File: config.mk
export PLATFORM = sky130hd
export DESIGN_NAME = power_down_sequencer
export DESIGN_NICKNAME = d
export VERILOG_FILES = /design/src/rtl/lisp_power_pkg.sv /design/src/rtl/sat_counter.sv /design/src/rtl/power_down_sequencer.sv
export SDC_FILE = /design/constraint.sdc
export NUM_CORES = 1
export LEC_CHECK = 0
export ABC_AREA = 1
export CAP_MARGIN = 20
export CORE_AREA = 2 2 39 41
export CTS_CLUSTER_SIZE = 8
export DETAILED_ROUTE_END_ITERATION = 10
export DIE_AREA = 0 0 41 43
export PLACE_DENSITY = 0.73
export SKIP_CTS_REPAIR_TIMING = 1
export SYNTH_ARGS = -nofsm -noshare
export SYNTH_HDL_FRONTEND = slang
export SYNTH_HIERARCHICAL = 1
export SYNTH_SLANG_ARGS = --single-unit
File: constraint.sdc
create_clock -name clk -period 2.2 [get_ports clk]
set_input_delay 0.22 -clock clk [delete_from_list [all_inputs] [get_ports clk]]
set_output_delay 0.22 -clock clk [all_outputs]
set_load 0.05 [all_outputs]
File: src/rtl/lisp_power_pkg.sv
// Shared types and default timing constants for the LispMachine power-down sequencer.
package lisp_power_pkg;

    typedef enum logic [2:0] {
        ST_IDLE     = 3'd0,
        ST_RUN      = 3'd1,
        ST_DEBOUNCE = 3'd2,
        ST_HALT     = 3'd3,
        ST_DONE     = 3'd4
    } state_e;

    localparam int DEFAULT_DEBOUNCE_LEN   = 16;
    localparam int DEFAULT_TIMEOUT_CYCLES = 1024;

endpackage

File: src/rtl/sat_counter.sv
// Saturating up-counter with synchronous clear; holds at all-ones instead of wrapping.
module sat_counter #(
    parameter int WIDTH = 4
) (
    input  logic             clk,
    input  logic             rst,
    input  logic             clr_i,
    input  logic             inc_i,
    output logic [WIDTH-1:0] cnt_o
);

    logic [WIDTH-1:0] cnt_q;

    always_ff @(posedge clk or negedge rst) begin
        if (!rst) begin
            cnt_q <= '0;
        end else if (clr_i) begin
            cnt_q <= '0;
        end else if (inc_i && (cnt_q != {WIDTH{1'b1}})) begin
            cnt_q <= cnt_q + WIDTH'(1);
        end
    end

    assign cnt_o = cnt_q;

endmodule

File: src/rtl/power_down_sequencer.sv
// Power-down sequencer: debounces the power switch, halts the core, then removes power.
// Define PWRDN_TIMEOUT_EN to force power-off after TIMEOUT_CYCLES HALT cycles without halt_ack.
module power_down_sequencer
    import lisp_power_pkg::*;
#(
    parameter int DEBOUNCE_LEN   = DEFAULT_DEBOUNCE_LEN,
    parameter int TIMEOUT_CYCLES = DEFAULT_TIMEOUT_CYCLES
) (
    input  logic       clk,
    input  logic       rst,
    input  logic       power_on,
    input  logic       power_sw,
    input  logic       halt_ack,
    output logic       core_power,
    output logic       halt_req,
    output logic       shutdown_done,
    output logic       timed_out,
    output logic [2:0] dbg_state_o
);

    localparam int OFF_W = $clog2(DEBOUNCE_LEN + 1);
    // The counter reaches DEBOUNCE_LEN on the edge that samples the last low, so compare one below.
    localparam logic [OFF_W-1:0] OFF_LAST = OFF_W'(DEBOUNCE_LEN - 1);

    state_e           state_q, state_d;
    logic             off_clr, off_inc;
    logic [OFF_W-1:0] off_cnt;
    logic             timeout_hit;
    logic             core_power_q, halt_req_q, shutdown_done_q;

    sat_counter #(.WIDTH(OFF_W)) u_off_cnt (
        .clk   (clk),
        .rst   (rst),
        .clr_i (off_clr),
        .inc_i (off_inc),
        .cnt_o (off_cnt)
    );

`ifdef PWRDN_TIMEOUT_EN
    localparam int TO_W = $clog2(TIMEOUT_CYCLES + 1);
    localparam logic [TO_W-1:0] TO_LAST = TO_W'(TIMEOUT_CYCLES - 1);

    logic [TO_W-1:0] to_cnt;
    logic            timed_out_q;

    sat_counter #(.WIDTH(TO_W)) u_to_cnt (
        .clk   (clk),
        .rst   (rst),
        .clr_i (state_q != ST_HALT),
        .inc_i (state_q == ST_HALT),
        .cnt_o (to_cnt)
    );

    assign timeout_hit = (to_cnt == TO_LAST);

    // halt_ack takes priority, so a same-cycle acknowledge never flags a timeout.
    always_ff @(posedge clk or negedge rst) begin
        if (!rst) begin
            timed_out_q <= 1'b0;
        end else if ((state_q == ST_HALT) && !halt_ack && timeout_hit) begin
            timed_out_q <= 1'b1;
        end
    end

    assign timed_out = timed_out_q;
`else
    assign timeout_hit = 1'b0;
    assign timed_out   = 1'b0;
`endif

    always_comb begin
        state_d = state_q;
        off_clr = 1'b0;
        off_inc = 1'b0;
        case (state_q)
            ST_IDLE: begin
                if (power_on) state_d = ST_RUN;
            end
            ST_RUN: begin
                if (!power_sw) begin
                    state_d = ST_DEBOUNCE;
                    off_inc = 1'b1;
                end else begin
                    off_clr = 1'b1;
                end
            end
            ST_DEBOUNCE: begin
                if (power_sw) begin
                    state_d = ST_RUN;
                    off_clr = 1'b1;
                end else if (off_cnt == OFF_LAST) begin
                    state_d = ST_HALT;
                    off_clr = 1'b1;
                end else begin
                    off_inc = 1'b1;
                end
            end
            ST_HALT: begin
                if (halt_ack || timeout_hit) state_d = ST_DONE;
            end
            ST_DONE: begin
                state_d = ST_DONE;
            end
            default: begin
                state_d = ST_IDLE;
            end
        endcase
    end

    // Outputs are registered from the next state so they change on the same edge as the state.
    always_ff @(posedge clk or negedge rst) begin
        if (!rst) begin
            state_q         <= ST_IDLE;
            core_power_q    <= 1'b0;
            halt_req_q      <= 1'b0;
            shutdown_done_q <= 1'b0;
        end else begin
            state_q         <= state_d;
            core_power_q    <= (state_d == ST_RUN) || (state_d == ST_DEBOUNCE) || (state_d == ST_HALT);
            halt_req_q      <= (state_d == ST_HALT);
            shutdown_done_q <= (state_d == ST_DONE);
        end
    end

    assign core_power    = core_power_q;
    assign halt_req      = halt_req_q;
    assign shutdown_done = shutdown_done_q;
    assign dbg_state_o   = state_q;

endmodule

==> results.ini, run 1 <==
[setup_path]
critPathMaxStageDelay_ps=840
worst_ep_arrival_time_ps=1560
r2r_start=dbg_state_o[0]
critPathKind=reg2out
crit_required_ps=1980
end_kind=output port
r2r_slack_ps=660
crit_end=dbg_state_o[0]
cp_max_fo=6
path_delay_family=buffers and inverters
reg2reg_depth=10
crit_slowest_cell=clkdlybuf4s50_1
critPathLaunch=dbg_state_o[0]
path_cells=clkdlybuf4s50_1
regToRegEndpoint=u_off_cnt/cnt_o[3]
path_buf_inv=1
cp-start-kind=flop
cp.depth=1

[global_routing]
grt_start_max_net_pins=12
busiest_layer=met2
gr-total-overflow=0
grt_usage_pct=15.2
grt_pass1_vias=451
met3_usage_pct=1.57
grt_pass1_wl_um=1780
met1_usage_pct=19.7
met2_usage_pct=21.9
antenna_found_initial=0

[finish]
antenna_cells=0
fin_util_pct=54.5
n_fill_cell=133
areaGrowthSynthToFinish_pct=22.6
fin_nets=99
drive_gt1_share_pct=22.0
final_common_cell=nand2_1
layout_common_cells=15 x nand2_1, 11 x nand3_1, 11 x nor2_1, 11 x dfrtp_1, 10 x clkdlybuf4s50_1

[logic_synthesis]
ys_warn_count=6
synth_seq_cells=11
syn_nets=85
synthesis.area_um2=616
syn_area_per_cell_um2=7.89
synth_cells=78
synth_cell_types=17
ys_seq_area_share_pct=44.7

[worst_hold_path]
hold_path.class=in2async

[clock_tree]
htree_num_levels=1
cts_buffers=3
cts_sinks=11
clockBufferDepth=2
path_clk_slew_ps=70
clockRootBuffer=clkbuf_4
cts_tree=done
clk_latency_ps=270

[floorplanning]
dieWidth_um=41
coreArea_um2=1380
initial_core_util_pct=44.5
std_cell_rows=14
ioPinCount=12
die_y_um=43
die_area_um2=1760

[sta]
skew_ps=5.02
maxSlewViolCount=0
setup_viol=0
min_period_ps=1780
max_freq_mhz=561
finalHoldViolCount=0
grt_setup_unrepaired=false
tns_ps=0
timing.final.crit_share_pct=81.1

[detailed_routing]
first_pass_iters=4
wl_per_cell_um=9.85
drc=0
drt_iter0_markers=18
vias=514
vias_per_cell=4.80
routed_wirelength_um=1050
drtAntennaViolNets=0

[run_status]
status=complete, no violations

[place]
port_buffers=10
hpwl_um=812
gp_routability_congestion=0.785

[power_and_ir_drop]
total_leakage_power_nw=0.386
max-vdd-ir-drop_v=0.000531
power_density_nw_per_um2=1440

[job]
cap_violations=0

-- metrics by stage --
step / instances / hold slack [ps] / instance area, µm² / worst slack [ps] / power (mW)
2_1_floorplan: 78 / -75.6 / 616 / 511 / 0.799
3_5_place_dp: 103 / 549 / 728 / 524 / 0.954
3_3_place_gp: 103 / 540 / 728 / 530 / 0.948
6_report: 107 / 278 / 754 / 417 / 1.09
5_1_grt: 107 / 338 / 754 / 383 / 1.17
4_1_cts: 107 / 297 / 754 / 408 / 1.10
-- state kept, by name, indices dropped and copies added, names as in the netlist --
register,count
shutdown_done,1
dbg_state_o,3
u_off_cnt/cnt_o,5
core_power,1
halt_req,1
-- power breakdown --
| group | switching, mW | total, mW | leakage, nW | internal (mW) |
|---|---|---|---|---|
| logic | 0.410 | 0.613 | 0.225 | 0.203 |
| registers | 0.0634 | 0.338 | 0.145 | 0.274 |
| clock network | 0.0693 | 0.140 | 0.0150 | 0.0702 |
-- cell usage after synthesis --
library cell	n	area share [%]
nand2_1	15	9.1
nor2_4	2	3.7
nand3_1	11	8.9
clkinv_1	1	0.61
nand2_2	4	4.1
conb_1	1	0.61
nor2_2	3	3.0
a21oi_2	1	1.4
o22ai_1	2	2.0
inv_2	6	3.7
inv_1	5	3.0
dfrtp_1	11	45
ha_1	2	4.1
buf_4	1	1.2
nor2_1	11	6.7
o21bai_1	1	1.2
nand2_4	1	1.8
-- area by class of cell --
class	instances	area, µm²	area share [%]
clock buffers	4	26.3	3.48
inverters	12	45.0	5.97
multi-input cells	54	288	38.1
flip-flops and latches	11	275	36.5
well taps	16	20.0	2.65
repair buffers	10	100	13.3
-- cell families after synthesis --
| group | synth area share, % |
|---|---|
| adder cells (fa/ha/maj) | 4.06 |
| buffers and inverters | 8.54 |
| other | 0.609 |
| AND/OR/NAND/NOR | 37.4 |
| AO/OA/AOI/OAI | 4.68 |
| flip-flops | 44.7 |
-- metal layers --
layer  share of wire (%)  vias up
met4                 3.1        0
met5                   0        -
met3                 4.1        6
met1                  47      229
li1                    -      264
met2                  45       15
-- how the worst min path moves through the flow --
stage	to	cells after the start
global placement	u_off_cnt/cnt_o[4]	2
CTS	dbg_state_o[2]	1
detailed placement	u_off_cnt/cnt_o[0]	2
floorplan	core_power	0
finish	dbg_state_o[2]	1
global route	u_off_cnt/cnt_o[3]	1
Power figures use the tool's default switching activity.
==> run 2: changes to the inputs <==
- clock period: 2.2 -> 1.7 ns (I/O delays scaled with it)
==> results.ini, run 2 (same netlist as run 1, synthesis figures left out) <==
[run_status]
status=complete, no violations

[setup_path]
r2r_start=dbg_state_o[0]
path_buf_inv=1  ; unchanged
critPathLaunch=shutdown_done
worst_ep_arrival_time_ps=1390  ; -170 ps
path_delay_family=buffers and inverters
critPathMaxStageDelay_ps=790  ; -50 ps
critPathKind=reg2out
crit_slowest_cell=clkdlybuf4s50_1
cp_max_fo=1  ; -5
crit_required_ps=1530  ; -450 ps
path_cells=clkdlybuf4s50_1
cp-start-kind=flop
end_kind=output port

[global_routing]
grt_pass1_vias=447  ; -0.89%
grt_start_max_net_pins=12  ; unchanged
grt_pass1_wl_um=1790  ; +0.79%
antenna_found_initial=0  ; unchanged
grt_usage_pct=16.0  ; +0.74 points
gr-total-overflow=0  ; unchanged

[finish]
n_fill_cell=135  ; +1.5%
fin_util_pct=54.0  ; -0.54 points
final_common_cell=nand2_1
fin_nets=99  ; unchanged
layout_common_cells=15 x nand2_1, 11 x nand3_1, 11 x nor2_1, 11 x dfrtp_1, 7 x clkdlybuf4s50_1
largest_reg_flops=5  ; unchanged
regArea_um2=275  ; unchanged
antenna_cells=0  ; unchanged
multi_input_comb_area_um2=288  ; unchanged
stdcell_count=107  ; unchanged
postLayoutCellArea_um2=747  ; -1.0%
drive_gt1_share_pct=25.3  ; +3.3 points
areaGrowthSynthToFinish_pct=21.3

[detailed_routing]
vias=511  ; -0.58%
drt_iter0_markers=8  ; -10
wl_per_cell_um=10.2  ; +3.6%
drc=0  ; unchanged
first_pass_iters=2  ; -2
routed_wirelength_um=1090  ; +3.6%
vias_per_cell=4.78  ; -0.58%
drtAntennaViolNets=0  ; unchanged

[clock_tree]
cts_sinks=11  ; unchanged
cts_tree=done
clockBufferDepth=2  ; unchanged
clockRootBuffer=clkbuf_4
path_clk_slew_ps=70  ; about the same
htree_num_levels=1  ; unchanged
clk_latency_ps=270  ; about the same
cts_buffers=3  ; unchanged

[sta]
whs_ps=236  ; -42.0 ps
tns_ps=0  ; unchanged
min_period_ps=1560
max_freq_mhz=641
relSlewSlack_pct=65.6
finalHoldViolCount=0  ; unchanged
maxSlewViolCount=0  ; unchanged
grt_setup_unrepaired=false
worst_slew_pin_slew_ps=514
skew_ps=0.646  ; -4.38 ps
timing.final.crit_share_pct=91.7
setup_viol=0  ; unchanged

[worst_hold_path]
hold_path.class=in2async

[power_and_ir_drop]
power_density_nw_per_um2=1870  ; +30%
total_leakage_power_nw=0.390  ; +1.2%
max-vdd-ir-drop_v=0.000801  ; +51%

[floorplanning]
die_area_um2=1760  ; unchanged
dieWidth_um=41  ; unchanged
ioPinCount=12  ; unchanged
coreArea_um2=1380  ; unchanged
die_y_um=43  ; unchanged
std_cell_rows=14  ; unchanged
initial_core_util_pct=44.5  ; unchanged

[place]
port_buffers=10  ; unchanged
gp_routability_congestion=0.774  ; -1.4%
dp.cells=103  ; unchanged
place_area_um2=721  ; -1.0%
hpwl_um=847  ; +4.4%

[job]
cap_violations=0  ; unchanged

run 2: cell types whose count changed in the layout (fill, tap and decap cells not counted):
cell,before,now
buf_4,0,3
clkdlybuf4s50_1,10,7
run 2: final cells by class:
class	instances	share of cell area (%)
clock buffer	4	3.52
inverter	12	6.03
multi-input combinational	54	38.5
sequential	11	36.9
tap	16	2.68
timing repair buffer	10	12.4
run 2: per-layer routing:
| metal | wire [µm] | global-route usage [%] | vias to the layer above |
|---|---|---|---|
| li1 | - | - | 271 |
| met1 | 501 | 19.5 | 228 |
| met2 | 506 | 21.6 | 8 |
| met3 | 32 | 1.57 | 4 |
| met4 | 51 | 18.0 | 0 |
| met5 | 0 | 0 | - |
run 2: path summary, 6_finish.rpt:
path                                      endpoint  slack [ps]  cells after the start
worst max-delay path                 shutdown_done         140                      1
worst min-delay path            u_off_cnt/cnt_o[2]         240                      1
worst max register to register  u_off_cnt/cnt_o[3]         190                     10
worst min register to register  u_off_cnt/cnt_o[4]         570                      2
max in group asynchronous               core_power        1120                      1
min in group clk                    dbg_state_o[2]         560                      3
run 2: stage by stage:
| step | setup slack [ps] | total power [mW] |
|---|---|---|
| floorplan | 10.6 | 1.03 |
| global placement | 104 | 1.22 |
| detailed placement | 75.1 | 1.23 |
| CTS | 125 | 1.42 |
| global route | 34.1 | 1.51 |
| finish | 141 | 1.40 |
run 2: power by group:
group          internal [mW]  switching (mW)  total [mW]
clock network         0.0910          0.0920       0.183
logic                  0.251           0.525       0.776
registers              0.355          0.0852       0.440
==> run 3: changes to the inputs <==
- CORE_AREA: 2 2 39 41 -> unset
- CORE_MARGIN: unset -> 1
- CORE_UTILIZATION: unset -> 45
- DIE_AREA: 0 0 41 43 -> unset
- PLACE_DENSITY: 0.73 -> 0.71
==> results.ini, run 3 (same netlist as run 1, synthesis figures left out) <==
[clock_tree]
htree_num_levels=1  ; unchanged
cts_buffers=3  ; unchanged
path_clk_slew_ps=70  ; about the same
cts_sinks=11  ; unchanged
clk_latency_ps=270  ; about the same
cts_tree=done
clockRootBuffer=clkbuf_4
clockBufferDepth=2  ; unchanged

[setup_path]
path_delay_family=buffers and inverters
critPathMaxStageDelay_ps=800  ; about the same
path_buf_inv=1  ; unchanged
crit_slowest_cell=clkdlybuf4s50_1
end_kind=output port
worst_ep_arrival_time_ps=1380  ; about the same
path_cells=clkdlybuf4s50_1
crit_required_ps=1530  ; about the same
r2r_slack_ps=170  ; -20 ps
critPathKind=reg2out
cp_max_fo=1  ; unchanged
cp-start-kind=flop

[sta]
setup_slack_ps=148  ; +7.64 ps
grt_setup_unrepaired=false
timing.final.crit_share_pct=91.3  ; -0.45 points
maxSlewViolCount=0  ; unchanged
whs_ps=234  ; -1.52 ps
finalHoldViolCount=0  ; unchanged
setup_viol=0  ; unchanged
skew_ps=10.1  ; +9.45 ps
max_freq_mhz=645  ; +0.49%
worst_slew_pin_slew_ps=506  ; -8.33 ps
min_period_ps=1550  ; -7.64 ps
relSlewSlack_pct=66.2  ; +0.56 points
tns_ps=0  ; unchanged

[global_routing]
gr-total-overflow=0  ; unchanged
grt_pass1_wl_um=1720  ; -4.2%
grt_start_max_net_pins=12  ; unchanged
grt_pass1_vias=424  ; -5.1%
antenna_found_initial=0  ; unchanged
grt_usage_pct=18.0  ; +2.0 points

[finish]
fin_util_pct=62.8  ; +8.8 points
drive_gt1_share_pct=25.3  ; unchanged
final_common_cell=nand2_1
antenna_cells=0  ; unchanged
areaGrowthSynthToFinish_pct=20.9
layout_common_cells=15 x nand2_1, 11 x nand3_1, 11 x nor2_1, 11 x dfrtp_1, 7 x clkdlybuf4s50_1
postLayoutCellArea_um2=744  ; -0.33%
largest_reg_flops=5  ; unchanged
fin_nets=99  ; unchanged

[floorplanning]
die_area_um2=1520  ; -14%
coreArea_um2=1190  ; -14%
dieWidth_um=39.0  ; -4.9%
die_y_um=39.0  ; -9.3%
ioPinCount=12  ; unchanged
initial_core_util_pct=51.9  ; +7.4 points
std_cell_rows=12  ; -2

[run_status]
status=complete, no violations

[place]
pre_cts_ws_ps=70.6  ; -4.52 ps
port_buffers=10  ; unchanged
place_area_um2=718  ; -0.35%
hpwl_um=814  ; -4.0%
gp_routability_congestion=0.817  ; +5.5%

[worst_hold_path]
hold_path.class=in2async

[detailed_routing]
drtAntennaViolNets=0  ; unchanged
wl_per_cell_um=9.94  ; -2.6%
vias_per_cell=4.75  ; -0.49%
drc=0  ; unchanged
drt_iter0_markers=8  ; unchanged
vias=499  ; -2.3%
routed_wirelength_um=1040  ; -4.4%
first_pass_iters=3  ; +1

[power_and_ir_drop]
power_density_nw_per_um2=1870  ; -0.13%
max-vdd-ir-drop_v=0.00111  ; +39%
total_leakage_power_nw=0.390  ; unchanged

[job]
cap_violations=0  ; unchanged

==> run 3: worst paths after layout <==
kind / startpoint / end / cells past startpoint
hold / removal: rst / u_off_cnt/cnt_o[2] / 1
max in group asynchronous: rst / dbg_state_o[1] / 1
setup reg to reg: dbg_state_o[0] / u_off_cnt/cnt_o[3] / 10
setup / recovery: core_power / core_power / 1
hold reg to reg: u_off_cnt/cnt_o[4] / u_off_cnt/cnt_o[4] / 2
min in group clk: halt_ack / dbg_state_o[2] / 3
==> run 3: cell type report <==
class | count | area, µm²
timing repair buffer | 10 | 92.6
inverter | 12 | 45.0
multi-input combinational | 54 | 288
fill | 102 | 442
clock buffer | 4 | 26.3
sequential | 11 | 275
tap | 14 | 17.5
==> run 3: power breakdown <==
group / switching (mW) / leakage, nW / internal (mW)
clock: 0.0816 / 0.0150 / 0.0906
sequential: 0.0857 / 0.145 / 0.356
combinational: 0.529 / 0.230 / 0.251
total: 0.696 / 0.390 / 0.697
==> run 3: layer usage <==
layer  wire [µm]  up-vias  global-route usage, %
met5           0        -                      0
met4           7        0                   5.17
met3          49        2                   10.4
met2         435       10                   23.8
met1         552      221                   24.4
li1            -      266                      -
==> run 3: stage by stage <==
step,total power [mW],cells
floorplan,1.03,78
global placement,1.22,101
detailed placement,1.23,101
CTS,1.40,105
global route,1.50,105
finish,1.39,105
